--- config.mk ---
export PLATFORM = sky130hd
export DESIGN_NAME = acca_mul_seq_flat
export DESIGN_NICKNAME = d
export VERILOG_FILES = /design/src/rtl/acca_pkg.sv /design/src/rtl/acca_mul_seq_if.sv /design/src/rtl/acca_pp_unit.sv /design/src/rtl/ap1.sv /design/src/rtl/ap4.sv /design/src/rtl/acca_mul_seq.sv /design/src/flat_wrapper.sv
export SDC_FILE = /design/constraint.sdc
export NUM_CORES = 1
export LEC_CHECK = 0
export CORE_AREA = 8 8 135 137
export DETAILED_ROUTE_END_ITERATION = 7
export DIE_AREA = 0 0 143 145
export GPL_ROUTABILITY_DRIVEN = 0
export GPL_TIMING_DRIVEN = 0
export HOLD_SLACK_MARGIN = 0.08
export PLACE_DENSITY_LB_ADDON = 0.3
export SLEW_MARGIN = 20
export SYNTH_ARGS = -nofsm -noshare
export SYNTH_HDL_FRONTEND = slang
export SYNTH_SLANG_ARGS = --single-unit
--- constraint.sdc ---
create_clock -name clk -period 14.06 [get_ports clk]
set_input_delay 3.515 -clock clk [delete_from_list [all_inputs] [get_ports clk]]
set_output_delay 3.515 -clock clk [all_outputs]
set_load 0.02 [all_outputs]
--- src/rtl/acca_pkg.sv ---
// Shared types and helpers for the ACCA sequential 8x8 multiplier: FSM states,
// partial-product select codes, shift amounts and mask bit positions.
package acca_pkg;

    typedef enum logic [2:0] {
        ST_IDLE,
        ST_HH,
        ST_HL,
        ST_LH,
        ST_LL,
        ST_DONE
    } state_e;

    // Bit positions inside EXACT_MASK; the select codes reuse them so a code indexes the mask.
    localparam int MB_LL = 0;
    localparam int MB_LH = 1;
    localparam int MB_HL = 2;
    localparam int MB_HH = 3;

    typedef enum logic [1:0] {
        PP_LL = 2'(MB_LL),
        PP_LH = 2'(MB_LH),
        PP_HL = 2'(MB_HL),
        PP_HH = 2'(MB_HH)
    } pp_sel_e;

    localparam logic [3:0] SH_HH  = 4'd8;
    localparam logic [3:0] SH_MID = 4'd4;
    localparam logic [3:0] SH_LL  = 4'd0;

    function automatic logic [3:0] pp_shift(pp_sel_e sel);
        case (sel)
            PP_HH:   return SH_HH;
            PP_LL:   return SH_LL;
            default: return SH_MID;
        endcase
    endfunction

    function automatic state_e sel_state(pp_sel_e sel);
        case (sel)
            PP_HH:   return ST_HH;
            PP_HL:   return ST_HL;
            PP_LH:   return ST_LH;
            default: return ST_LL;
        endcase
    endfunction

    // One bit per partial product (indexed by select code): 1 = it must be computed.
    function automatic logic [3:0] active_pps(logic [7:0] a, logic [7:0] b, bit skip_zero);
        logic [3:0] act;
        act[MB_HH] = (a[7:4] != 4'd0) && (b[7:4] != 4'd0);
        act[MB_HL] = (a[7:4] != 4'd0) && (b[3:0] != 4'd0);
        act[MB_LH] = (a[3:0] != 4'd0) && (b[7:4] != 4'd0);
        act[MB_LL] = (a[3:0] != 4'd0) && (b[3:0] != 4'd0);
        return skip_zero ? act : 4'hF;
    endfunction

    // Sequence order is HH, HL, LH, LL, i.e. descending select code; pick the first
    // active product whose code is below `below`, or DONE when none is left.
    function automatic state_e first_active(logic [3:0] act, logic [2:0] below);
        state_e nxt;
        nxt = ST_DONE;
        for (int i = 0; i < 4; i++) begin
            if ((i < int'(below)) && act[i]) nxt = sel_state(pp_sel_e'(2'(i)));
        end
        return nxt;
    endfunction

endpackage

--- src/rtl/acca_mul_seq_if.sv ---
// Operand/result stream bundle for acca_mul_seq: valid/ready in, valid/ready out, busy flag.
interface acca_mul_seq_if;

    logic        in_valid;
    logic        in_ready;
    logic [7:0]  in_a;
    logic [7:0]  in_b;
    logic        out_valid;
    logic        out_ready;
    logic [15:0] out_prod;
    logic        busy;

    modport master (
        output in_valid, in_a, in_b, out_ready,
        input  in_ready, out_valid, out_prod, busy
    );

    modport slave (
        input  in_valid, in_a, in_b, out_ready,
        output in_ready, out_valid, out_prod, busy
    );

endinterface

--- src/rtl/acca_pp_unit.sv ---
// Shared 4x4 partial-product unit: exact (ap1) or approximate (ap4) result chosen per call.
module acca_pp_unit (
    input  logic [3:0] x_i,
    input  logic [3:0] y_i,
    input  logic       exact_i,
    output logic [7:0] pp_o
);

    logic [7:0] p_exact;
    logic [7:0] p_approx;

    ap1 u_ap1 (.a_i(x_i), .b_i(y_i), .p_o(p_exact));
    ap4 u_ap4 (.a_i(x_i), .b_i(y_i), .p_o(p_approx));

    assign pp_o = exact_i ? p_exact : p_approx;

endmodule

--- src/rtl/ap1.sv ---
// ACCA ap1 4x4 multiplier: exact 8-bit product.
module ap1 (
    input  logic [3:0] a_i,
    input  logic [3:0] b_i,
    output logic [7:0] p_o
);

    assign p_o = {4'b0, a_i} * {4'b0, b_i};

endmodule

--- src/rtl/ap4.sv ---
// ACCA ap4 4x4 multiplier: exact product with the two LSBs forced high (never underestimates);
// a zero operand still yields zero.
module ap4 (
    input  logic [3:0] a_i,
    input  logic [3:0] b_i,
    output logic [7:0] p_o
);

    logic [7:0] exact;

    assign exact = {4'b0, a_i} * {4'b0, b_i};
    assign p_o   = (exact == 8'd0) ? 8'd0 : (exact | 8'h03);

endmodule

--- src/rtl/acca_mul_seq.sv ---
// Sequential ACCA 8x8 multiplier: one shared 4x4 unit walks HH, HL, LH, LL and accumulates
// the shifted partial products; valid/ready stream on both sides.
module acca_mul_seq
    import acca_pkg::*;
#(
    parameter logic [3:0] EXACT_MASK = 4'b1000,
    parameter bit         SKIP_ZERO  = 1'b1
) (
    input  logic          clk,
    input  logic          rst_n,
    acca_mul_seq_if.slave bus
);

    state_e      state_q, state_d;
    logic [7:0]  a_q, a_d;
    logic [7:0]  b_q, b_d;
    logic [15:0] acc_q, acc_d;
    logic [15:0] prod_q, prod_d;

    logic        in_ready;
    logic        load;
    logic [3:0]  act_in;
    logic [3:0]  act_reg;
    pp_sel_e     pp_sel;
    logic [3:0]  pp_x;
    logic [3:0]  pp_y;
    logic [7:0]  pp;

    assign in_ready = (state_q == ST_IDLE) || ((state_q == ST_DONE) && bus.out_ready);
    assign act_in   = active_pps(bus.in_a, bus.in_b, SKIP_ZERO);
    assign act_reg  = active_pps(a_q, b_q, SKIP_ZERO);

    // NOTE: every always_comb output gets a default first, so no path can infer a latch.
    always_comb begin
        pp_sel = PP_LL;
        pp_x   = a_q[3:0];
        pp_y   = b_q[3:0];
        case (state_q)
            ST_HH: begin pp_sel = PP_HH; pp_x = a_q[7:4]; pp_y = b_q[7:4]; end
            ST_HL: begin pp_sel = PP_HL; pp_x = a_q[7:4]; pp_y = b_q[3:0]; end
            ST_LH: begin pp_sel = PP_LH; pp_x = a_q[3:0]; pp_y = b_q[7:4]; end
            default: ;
        endcase
    end

    acca_pp_unit u_pp (
        .x_i     (pp_x),
        .y_i     (pp_y),
        .exact_i (EXACT_MASK[pp_sel]),
        .pp_o    (pp)
    );

    always_comb begin
        state_d = state_q;
        a_d     = a_q;
        b_d     = b_q;
        acc_d   = acc_q;
        load    = 1'b0;

        case (state_q)
            ST_IDLE: load = bus.in_valid;
            ST_HH, ST_HL, ST_LH, ST_LL: begin
                acc_d   = acc_q + (16'(pp) << pp_shift(pp_sel));
                state_d = first_active(act_reg, {1'b0, pp_sel});
            end
            ST_DONE: begin
                if (bus.out_ready) begin
                    load = bus.in_valid;
                    if (!bus.in_valid) state_d = ST_IDLE;
                end
            end
            default: state_d = ST_IDLE;
        endcase

        if (load) begin
            a_d     = bus.in_a;
            b_d     = bus.in_b;
            acc_d   = 16'd0;
            state_d = first_active(act_in, 3'd4);
        end

        // Latch the result on every entry into DONE, including an all-skipped accept from DONE.
        prod_d = prod_q;
        if ((state_d == ST_DONE) && ((state_q != ST_DONE) || load)) prod_d = acc_d;
    end

    // NOTE: sequential state uses non-blocking assignments so every register samples pre-edge values.
    always_ff @(posedge clk or negedge rst_n) begin
        if (!rst_n) begin
            state_q <= ST_IDLE;
            a_q     <= 8'd0;
            b_q     <= 8'd0;
            acc_q   <= 16'd0;
            prod_q  <= 16'd0;
        end else begin
            state_q <= state_d;
            a_q     <= a_d;
            b_q     <= b_d;
            acc_q   <= acc_d;
            prod_q  <= prod_d;
        end
    end

    assign bus.in_ready  = in_ready;
    assign bus.out_valid = (state_q == ST_DONE);
    assign bus.out_prod  = prod_q;
    assign bus.busy      = (state_q != ST_IDLE);

endmodule

--- src/flat_wrapper.sv ---
// flat-port wrapper written by rule: the top's interface ports become plain ports
module acca_mul_seq_flat import acca_pkg::*;
#(
    parameter logic [3:0] EXACT_MASK = 4'b1000,
    parameter bit         SKIP_ZERO  = 1'b1
)
  (clk, rst_n, bus_in_valid, bus_in_a, bus_in_b, bus_out_ready, bus_in_ready, bus_out_valid, bus_out_prod, bus_busy);
  acca_mul_seq_if bus_i ();
  input  logic clk;
  input  logic rst_n;
  input wire logic [$bits(bus_i.in_valid)-1:0] bus_in_valid;
  input wire logic [$bits(bus_i.in_a)-1:0] bus_in_a;
  input wire logic [$bits(bus_i.in_b)-1:0] bus_in_b;
  input wire logic [$bits(bus_i.out_ready)-1:0] bus_out_ready;
  output wire logic [$bits(bus_i.in_ready)-1:0] bus_in_ready;
  output wire logic [$bits(bus_i.out_valid)-1:0] bus_out_valid;
  output wire logic [$bits(bus_i.out_prod)-1:0] bus_out_prod;
  output wire logic [$bits(bus_i.busy)-1:0] bus_busy;
  assign bus_i.in_valid = bus_in_valid;
  assign bus_i.in_a = bus_in_a;
  assign bus_i.in_b = bus_in_b;
  assign bus_i.out_ready = bus_out_ready;
  assign bus_in_ready = bus_i.in_ready;
  assign bus_out_valid = bus_i.out_valid;
  assign bus_out_prod = bus_i.out_prod;
  assign bus_busy = bus_i.busy;
  acca_mul_seq #(.EXACT_MASK(EXACT_MASK), .SKIP_ZERO(SKIP_ZERO)) u_core (.clk(clk), .rst_n(rst_n), .bus(bus_i));
endmodule
Word-level counts from Yosys, hierarchy flattened

Cells that the tools add are included.

Flip-flop bits (word level): 51
Input port bits: 20
Output and inout port bits: 19
Word-level logic and storage cells: 73

Add/subtract/negate cells: 1
$mul: 1
Magnitude comparators: 4
Equal/unequal tests: 8
Shifts and indexed selects: 1
Multiplexer cells: 24
Reduce and logical (&&, ||, !) cells: 29

Operators by type and width:

| cell               | number |
|---|---|
| $mux 16            | 2 |
| $reduce_bool 4->1  | 8 |
| $mux 3             | 8 |
| $add 16x16->16     | 1 |
| $mux 8             | 2 |
| $shl 8x4->16       | 1 |
| $logic_and 1x1->1  | 12 |
| $mux 4             | 3 |
| $eq 3x3->1 const B | 3 |
| $pmux 3 s3         | 1 |
| $logic_not 8->1    | 1 |
| $mul 4x4->8        | 1 |
| $pmux 4 s2         | 1 |
| $eq 3x2->1 const B | 2 |
| $pmux 2 s3         | 1 |
| $lt 1x2->1 const A | 2 |
| $mux 1             | 4 |
| $reduce_or 2->1    | 2 |
| $reduce_or 4->1    | 1 |
| $eq 3x1->1 const B | 1 |
| $logic_not 3->1    | 1 |
| $lt 2x3->1 const B | 1 |
| $ne 3x3->1 const B | 1 |
| $reduce_bool 3->1  | 1 |
| other kinds (6)    | 7 |

Longest topological paths before layout

Gate-level depths: netlist (run 1).

Word-level depth: 11
Depth in mapped cells: 25
Depth with buffers taken out: 24

Modules after synthesis

A second synthesis (run 1) with hierarchy kept.

Cell total of the unflattened synthesis: 471
Area, all modules: 4,270.3 µm²

Modules (own cells, without submodules):

| module       | instances | cells an instance | area each (µm²) | sequential area each (µm²) |
|---|---|---|---|---|
| acca_mul_seq | 1         | 353               | 3,226.8         | 1,276.2 |
| ap4          | 1         | 58                | 464.2           | 0.0 |
| ap1          | 1         | 51                | 447.9           | 0.0 |
| acca_pp_unit | 1         | 9                 | 131.4           | 0.0 |

Worst setup path before layout (run 1)

No wires, ideal clock.

Kind: in2out
From: input bus_out_ready
To: output bus_in_ready
Arrival time: 3.724 ns
Data required time: 10.545 ns
Slack: 6.821 ns
Stages on the path: 2
Path buffers: 0
Cell sequence: nand2_1 -> nand2_1

Longest elaborated chain between the ends: 2

RTL lines:

| what              | line               | text |
|---|---|---|
| from (decl)       | flat_wrapper.sv:14 | `input wire logic [$bits(bus_i.out_ready)-1:0] bus_out_ready;` |
| $logic_and 1x1->1 | acca_mul_seq.sv:29 | `assign in_ready = (state_q == ST_IDLE) \|\| ((state_q == ST_DONE) && bus.out_ready);` |
| $logic_or 1x1->1  | acca_mul_seq.sv:29 |  |
| to (decl)         | flat_wrapper.sv:15 | `output wire logic [$bits(bus_i.in_ready)-1:0] bus_in_ready;` |

Every way passes these cells.

Worst setup path in the final report (run 1)

Same ends and word-level chain as after synthesis.

==> results of run 1 <==
-- path summary, 6_finish.rpt --
| kind | to | slack [ns] | cells after the start |
|---|---|---|---|
| setup / recovery | bus_in_ready | 5.74 | 4 |
| hold / removal | u_core.bus.out_prod[7] | 0.49 | 1 |
| setup reg to reg | u_core.bus.out_prod[12] | 6.80 | 23 |
| hold reg to reg | u_core.bus.out_prod[7] | 0.49 | 1 |
| max in group asynchronous | u_core.acc_q[12] | 10.36 | 1 |
| min in group asynchronous | u_core.bus.out_prod[5] | 3.25 | 1 |
-- worst max-delay path: stages --
cell and delay [ns]:
clkdlybuf4s50_1 0.54, nand2_1 0.07, nand2_1 0.06, clkdlybuf4s50_1 0.62
-- cells by family after synthesis --
group | after synthesis | share of synthesized area
adder cells (fa/ha/maj) | 36 | 0.130
XOR/XNOR | 21 | 0.0510
AO/OA/AOI/OAI | 87 | 0.163
AND/OR/NAND/NOR | 110 | 0.152
buffers and inverters | 31 | 0.0353
multiplexers | 42 | 0.129
flip-flops | 51 | 0.340
-- layout make-up --
type / instances / area [sq um]
buffer: 11 / 57.6
clock buffer: 5 / 125
clock inverter: 3 / 67.6
fill: 1720 / 11600
inverter: 20 / 75.1
multi-input combinational: 296 / 2350
sequential: 51 / 1280
tap: 220 / 275
timing repair buffer: 38 / 378
-- through the flow --
step	setup slack [ns]	instances
floorplan	6.82	378
global placement	5.75	636
detailed placement	5.74	636
CTS	5.73	644
global route	5.71	644
finish	5.74	644
-- layout by cell type (no fill, tap or decap), types with 5 or more instances in the layout --
master / netlist / layout
clkdlybuf4s50_1: 0 / 37
fa_1: 5 / 5
inv_1: 20 / 20
nand2b_1: 6 / 6
mux2_1: 6 / 6
nor2b_1: 6 / 6
o21ai_0: 13 / 13
dfrtp_1: 51 / 51
ha_1: 31 / 31
a21oi_1: 17 / 17
mux2_4: 6 / 6
clkbuf_16: 0 / 5
mux2i_1: 10 / 10
xnor2_1: 12 / 12
nor3_1: 12 / 12
a21o_1: 9 / 9
nor2_1: 23 / 23
or2_2: 7 / 7
clkbuf_1: 6 / 6
o22ai_1: 12 / 12
xor2_1: 8 / 8
mux2_2: 20 / 20
nand2_1: 27 / 27
-- cells in the mapped netlist (2+ instances only) --
library cell	count	area [sq um]
nor3_1	12	60.1
a21oi_1	17	85.1
nand2_1	27	101
and2_1	2	12.5
a2111oi_0	2	17.5
nor2b_1	6	37.5
or4_1	4	30.0
xnor2_1	12	105
dfrtp_1	51	1280
clkbuf_1	6	22.5
buf_2	4	20.0
nor4_1	4	25.0
nand2b_1	6	37.5
o41ai_1	2	17.5
nor2_1	23	86.3
fa_1	5	100
o211ai_1	3	22.5
xor2_1	8	70.1
nand3_1	4	20.0
a31oi_1	3	18.8
mux2_2	20	225
mux2_4	6	90.1
ha_1	31	388
nor2_2	3	18.8
mux2_1	6	67.6
a22o_1	2	17.5
nor3b_1	2	15.0
or3_1	2	12.5
o21ai_1	3	15.0
a211o_1	2	17.5
o22ai_1	12	75.1
o21a_1	4	30.0
a21o_1	9	67.6
inv_1	20	75.1
o21ai_0	13	65.1
or2_2	7	43.8
a211oi_1	2	15.0
mux2i_1	10	100
-- per-layer routing --
| layer | vias to the layer above | share of wire | wire length (um) |
|---|---|---|---|
| met1 | 1424 | 0.46 | 4190 |
| met3 | 15 | 0.026 | 238 |
| met2 | 43 | 0.49 | 4500 |
| li1 | 1466 | - | - |
| met5 | - | 0 | 0 |
| met4 | 0 | 0.028 | 255 |
-- flip-flops by register name, summed over array words and instances (netlist names) --
signal,flops
u_core.acc_q,16
u_core.bus.out_prod,16
u_core.a_q,8
u_core.b_q,8
u_core.state_q,3
==> reports/metrics.cfg, run 1 <==
[status]
status = finished clean

[grt]
grt_pass1_vias = 3101
grt-ovfl-total = 0
grt_start_max_net_pins = 52
grt_busiest_layer = met2
use_met3 = 0.0148
grt_pass1_wl_um = 15400
grt_usage = 0.0911
antenna_found_initial = 0
grt.met2_usage = 0.148
use_met1 = 0.114

[route]
wl_per_cell_um = 14.3
drtIter0Drc = 97
viasPerCell = 4.58
antenna_left = 0
vias = 2948
first_pass_iters = 4
wirelength_um = 9180
drcViolationCount = 0

[synth]
synth_edf_count = 0
yosysWarningCount = 0
syn_area_sq_mm = 0.00376
ys_seq_elements = 51
syn_nets = 434
synthArstFlopShare = 1.00
ys_types = 61
synth-main-ff-cell = dfrtp_1
ys_seq_area_frac = 0.340
synth_area_per_cell_sq_um = 9.94
syn-instance-count = 378

[timing]
hold_viol_final = 0
rsz0062_at_grt = no
max_slew.worst_pin.slew_ns = 0.798
timing.fmax_mhz = 120
period_share = 0.592
setup_viol_count_final = 0
slew_viol_final = 0
tns_ns = 0
slew_headroom = 0.454
clock-skew-final_ns = 0.00720
holdWs_ns = 0.493
final.min_clock_period_ns = 8.32

[floorplan]
ios = 39
core-area_sq_mm = 0.0162
start_util = 0.232
die_h_um = 145
die_w_um = 143
num_rows = 47
fp.dieArea_sq_mm = 0.0207

[critical_path]
r2r_start = u_core.state_q[0]
crit_path_max_fanout = 4
worstPathArrival_ns = 4.81
required_ns = 10.55
end_kind = output port
critical_path_class = in2out
cp-startpoint = bus_out_ready
crit_path_start_kind = input port

[final_layout]
postLayoutCellArea_sq_mm = 0.00460
fin_nets = 479
drive_gt1_frac = 0.134
syn2layout_area_growth_pct = 22.5
final_util = 0.285
num_antenna_cells = 0

[clock_network]
holdBufCountCts = 0
cts_buffers = 5
clk_pin_slew_ns = 0.07
cts_tree = built
cts_setup_buffers = 0
cts_sinks = 51
clock-root-buffer = clkbuf_16
cts_buffer_depth = 2
h-tree-depth = 2
ctsResizeCount = 0
clkLatencyLatePin_ns = 0.30

[run]
maxCapViolations = 0

[placement]
dp_hpwl_um = 7200
port_buffers = 38
place_area_sq_mm = 0.00441

[worst_hold_path]
holdCritStartpoint = u_core.bus.out_prod[7]
hp-class = reg2reg

Power of run 1 is left out: the tool's default activity adds up to more than one toggle a clock period on the data nets, which glitch-free logic cannot reach.
==> run 2, diff against run 1 <==
Clock period 14.06 ns to 7.45 ns, I/O delays scaled along.
==> reports/metrics.cfg, run 2 (synthesis results as in run 1) <==
[timing]
hold_viol_final = 0
max_slew.worst_pin.slew_ns = 0.664
slew_viol_final = 0
final.min_clock_period_ns = 6.78
setup_viol_count_final = 0
clock-skew-final_ns = 0.00720
rsz0062_at_grt = no
timing.fmax_mhz = 147
tns_ns = 0
period_share = 0.911
slew_headroom = 0.558

[final_layout]
layout_common_cells = dfrtp_1 (51), clkdlybuf4s50_1 (37), ha_1 (31)
syn2layout_area_growth_pct = 22.9
drive_gt1_frac = 0.139
num_antenna_cells = 0
n_fill_cell = 1718
fin_nets = 479
final_common_cell = dfrtp_1

[critical_path]
path_buf_inv = 2
cp-startpoint = u_core.state_q[0]
cp.depth = 24
crit_path_start_kind = flop
worstPathArrival_ns = 6.96
critical_path_class = reg2reg
cp_slowest_stage_delay_ns = 0.60
crit_path_max_fanout = 9
critPathCapture = u_core.bus.out_prod[15]
r2r_setup_slack_ns = 0.67
r2r-end = u_core.bus.out_prod[15]
reg2reg_depth = 24
required_ns = 7.62
end_kind = flop
cp_top_family = compound AO/OA/AOI/OAI gates
r2r_start = u_core.state_q[0]
cpMaxStageDelayCell = fa_1
crit_chain = buf_2 > xnor2_2 > nor2_2 > mux2i_1 > or2_2 > fa_1 > fa_1 > inv_1 > ha_1 > a21oi_1 > o22ai_1 > nor2_1 > xnor2_1 > o41ai_1 > mux2_2 > nor2_1 > ha_1 > and3_1 > a221oi_2 > o211ai_1 > o21bai_1 > mux2i_1 > xor2_1 > o21ai_0

[clock_network]
cts_tree = built
clock-root-buffer = clkbuf_16
clk_pin_slew_ns = 0.07
cts_buffer_depth = 2
cts_buffers = 5
clkLatencyLatePin_ns = 0.30
cts_sinks = 51
cts_setup_buffers = 0
h-tree-depth = 2

[placement]
dp_hpwl_um = 7200
port_buffers = 38

[floorplan]
num_rows = 47
core-area_sq_mm = 0.0162
start_util = 0.232
die_h_um = 145
die_w_um = 143
ios = 39
fp.dieArea_sq_mm = 0.0207

[grt]
antenna_found_initial = 0
grt_start_max_net_pins = 52
grt_pass1_vias = 3101
grt_pass1_wl_um = 15400
grt_usage = 0.0911
grt-ovfl-total = 0

[run]
maxCapViolations = 0

[route]
viasPerCell = 4.56
vias = 2936
drcViolationCount = 0
wl_per_cell_um = 14.3
antenna_left = 0
wirelength_um = 9200
drtIter0Drc = 92
first_pass_iters = 4

[worst_hold_path]
hp-class = reg2reg
whs_path_depth = 1
holdCritStartpoint = u_core.bus.out_prod[7]

[status]
status = finished clean

-- run 2: how the worst min path moves through the flow --
stage,endpoint
after floorplan,u_core.acc_q[10]
after global placement,u_core.bus.out_prod[11]
after detailed placement,u_core.bus.out_prod[15]
after CTS,u_core.bus.out_prod[7]
after global routing,u_core.bus.out_prod[6]
final,u_core.bus.out_prod[7]
-- run 2: layout make-up --
cell class | count | area, sq um | share of cell area
Clock inverter | 3 | 67.6 | 0.0146
Inverter | 20 | 75.1 | 0.0163
Clock buffer | 5 | 125 | 0.0271
Buffer | 11 | 57.6 | 0.0125
Timing Repair Buffer | 38 | 378 | 0.0819
Tap cell | 220 | 275 | 0.0596
Multi-Input combinational cell | 296 | 2360 | 0.512
Sequential cell | 51 | 1280 | 0.276
-- run 2: worst register-to-register path, delay by kind of cell (launching register included) --
kind | cells | cell delay [ns]
flip-flops | 1 | 0.35
multiplexers | 3 | 0.75
XOR/XNOR | 3 | 0.53
adder cells (fa/ha/maj) | 4 | 1.73
AO/OA/AOI/OAI | 7 | 1.92
AND/OR/NAND/NOR | 5 | 1.15
buffers and inverters | 2 | 0.23
-- run 2: timing repair --
action	in CTS	in global routing
hold buffers	0	0
gates resized for setup	0	4
endpoints found under the setup margin	0	4
-- run 2: stage by stage --
step | hold slack, ns | util | worst slack (ns) | instances | cell area, sq um
2_1_floorplan | 0.478 | - | 1.45 | 378 | 3760
3_3_place_gp | 0.478 | 0.273 | 0.222 | 636 | 4410
3_5_place_dp | 0.480 | 0.273 | 0.259 | 636 | 4410
4_1_cts | 0.501 | 0.285 | 0.0907 | 644 | 4600
5_1_grt | 0.529 | 0.285 | 0.0652 | 644 | 4620
6_report | 0.493 | 0.285 | 0.666 | 644 | 4620
-- run 2: routing by layer --
layer | GRT usage | routed length, um
met5 | 0 | 0
met1 | 0.114 | 4230
met3 | 0.0148 | 238
met2 | 0.148 | 4510
met4 | 0.0447 | 229
Power of run 2 is left out for the same reason.
==> run 3, diff against run 2 <==
Settings changed: CORE_AREA 8 8 135 137 to 8 8 143 145, DIE_AREA 0 0 143 145 to 0 0 151 153, MAX_ROUTING_LAYER from default to met4, SYNTH_HIERARCHICAL from default to 1.
==> reports/metrics.cfg, run 3 <==
[status]
status = finished clean

[timing]
final.min_clock_period_ns = 7.09
period_share = 0.952
setup_viol_count_final = 0
timing.fmax_mhz = 141
max_slew.worst_pin.slew_ns = 0.849
clock-skew-final_ns = 0.00636
tns_ns = 0
hold_viol_final = 0
slew_viol_final = 0
rsz0062_at_grt = no
slew_headroom = 0.434

[route]
antenna_left = 0
vias = 3555
first_pass_iters = 4
wirelength_um = 11300
wl_per_cell_um = 15.0
drtIter0Drc = 141
viasPerCell = 4.73
drcViolationCount = 0

[critical_path]
r2r_setup_slack_ns = 0.36
critical_path_class = reg2reg
cp_slowest_stage_delay_ns = 0.55
r2r_start = u_core/state_q[2]
cp_top_family = simple AND/OR/NAND/NOR gates
worstPathArrival_ns = 7.33
crit_path_start_kind = flop
r2r-end = u_core/bus.out_prod[13]
required_ns = 7.69
cpMaxStageDelayCell = fa_1
reg2reg_depth = 23
end_kind = flop
path_buf_inv = 4
crit_path_max_fanout = 10
cp_common_cell = fa_1
crit_chain = clkbuf_1 > nor2_2 > mux2_2 > nand2_1 > fa_1 > fa_1 > fa_1 > inv_1 > or4b_1 > or4_1 > buf_4 > mux2_4 > nand2_1 > inv_1 > ha_1 > a21oi_1 > nand4b_1 > a21oi_1 > o41ai_2 > nor2_1 > or4_1 > a31oi_1 > mux2_2

[synth]
syn_nets = 539
ys_types = 60
synth_area_per_cell_sq_um = 9.07
synth.most_common_cell = nand2_1
syn_area_sq_mm = 0.00427
yosys-top-cells-area = dfrtp_1 (30%), ha_1 (11%), nand2_1 (7.0%), mux2_4 (5.3%), and2_1 (4.4%)
synth_common_cells = nand2_1 (80), dfrtp_1 (51), ha_1 (39)
ys_seq_elements = 51
synthArstFlopShare = 1.00
synth_area_leader_cell = dfrtp_1
synth-main-ff-cell = dfrtp_1
synth.top_cell.area_share = 0.299
synth_edf_count = 0
syn-instance-count = 471
ys_seq_area_frac = 0.299
yosysWarningCount = 6

[final_layout]
drive_gt1_frac = 0.122
fin_nets = 584
num_antenna_cells = 0
n_fill_cell = 1951
multi_input_area_sq_mm = 0.00281
seqCellArea_sq_mm = 0.00128
syn2layout_area_growth_pct = 19.3
layout_common_cells = nand2_1 (80), dfrtp_1 (51), ha_1 (39)
final_common_cell = nand2_1

[worst_hold_path]
hold_end = u_core/b_q[4]
hp-class = reg2reg
holdCritStartpoint = u_core/b_q[4]
whs_path_depth = 2

[floorplan]
die_w_um = 151
fp.dieArea_sq_mm = 0.0231
core-area_sq_mm = 0.0183
start_util = 0.234
die_h_um = 153
num_rows = 50
ios = 39

[grt]
grt-ovfl-total = 0
grt_usage = 0.102
antenna_found_initial = 0
grt_start_max_net_pins = 52
grt_pass1_vias = 3620
grt_pass1_wl_um = 18300

[clock_network]
cts_buffer_depth = 2
h-tree-depth = 2
clock-root-buffer = clkbuf_16
clkLatencyLatePin_ns = 0.30
clk_pin_slew_ns = 0.07
holdBufCountCts = 0
cts_tree = built
cts_buffers = 5
cts_sinks = 51

[placement]
dp_hpwl_um = 8810
port_buffers = 38

[run]
maxCapViolations = 0

==> run 3: cell types whose count changed in the layout (fill, tap and decap cells not counted), sizes merged, moves of 5 or more <==
cell,before,now
nand2,27,81
and2,2,30
o22ai,12,3
ha,31,39
mux2i,10,2
buf,6,12
nor4,5,11
inv,20,25
nor2,26,21
nor3b,2,7
xor2,8,3
==> run 3: final cells by class <==
class	count	area share
plain buffers	18	0.0199
clock buffers	5	0.0246
clock inverters	3	0.00368
inverters	24	0.0177
multi-input cells	378	0.552
flip-flops and latches	51	0.251
well taps	234	0.0575
repair buffers	38	0.0742
==> run 3: worst max path at each step <==
stage	from	end	cells after the start
2_1_floorplan	u_core/state_q[1]	u_core/bus.out_prod[13]	24
5_1_grt	u_core/state_q[2]	u_core/bus.out_prod[13]	26
4_1_cts	u_core/state_q[2]	u_core/bus.out_prod[13]	23
3_3_place_gp	u_core/state_q[2]	u_core/bus.out_prod[13]	23
3_5_place_dp	u_core/state_q[2]	u_core/bus.out_prod[13]	23
6_report	u_core/state_q[2]	u_core/bus.out_prod[13]	23
==> run 3: cells by family after synthesis <==
| family | count (synthesis) | synth area share |
|---|---|---|
| AND/OR/NAND/NOR | 198 | 0.236 |
| AO/OA/AOI/OAI | 86 | 0.139 |
| adder cells (fa/ha/maj) | 48 | 0.156 |
| buffers and inverters | 42 | 0.0448 |
| XOR/XNOR | 14 | 0.0287 |
| flip-flops | 51 | 0.299 |
| multiplexers | 32 | 0.0970 |
==> run 3: metrics by stage <==
stage	std cells	setup WS (ns)	hold slack [ns]	utilization	cell area [sq um]
2_1_floorplan	471	1.04	0.463	-	4270
3_3_place_gp	743	0.379	0.489	0.271	4940
3_5_place_dp	743	0.354	0.488	0.270	4940
4_1_cts	751	0.303	0.507	0.278	5080
5_1_grt	751	0.0382	0.536	0.279	5090
6_report	751	0.358	0.504	0.279	5090
==> run 3: timing repair <==
item,4_1_cts,5_1_grt
buffers inserted,0,0
endpoints found under the setup margin,0,3
gates resized for setup,0,2
==> run 3: worst min-delay path: stages (launching register included) <==
cell,delay (ns)
dfrtp_1,0.36
nand2_1,0.06
nand2_1,0.06
==> run 3: layer usage <==
metal  routed length (um)  track usage  vias up
met2                 5470        0.166       57
met4                  322       0.0448        0
met3                  269       0.0162       20
met1                 5210        0.123     1731
li1                     -            -     1747
met5                    0            -        -
Power of run 3 is left out for the same reason.
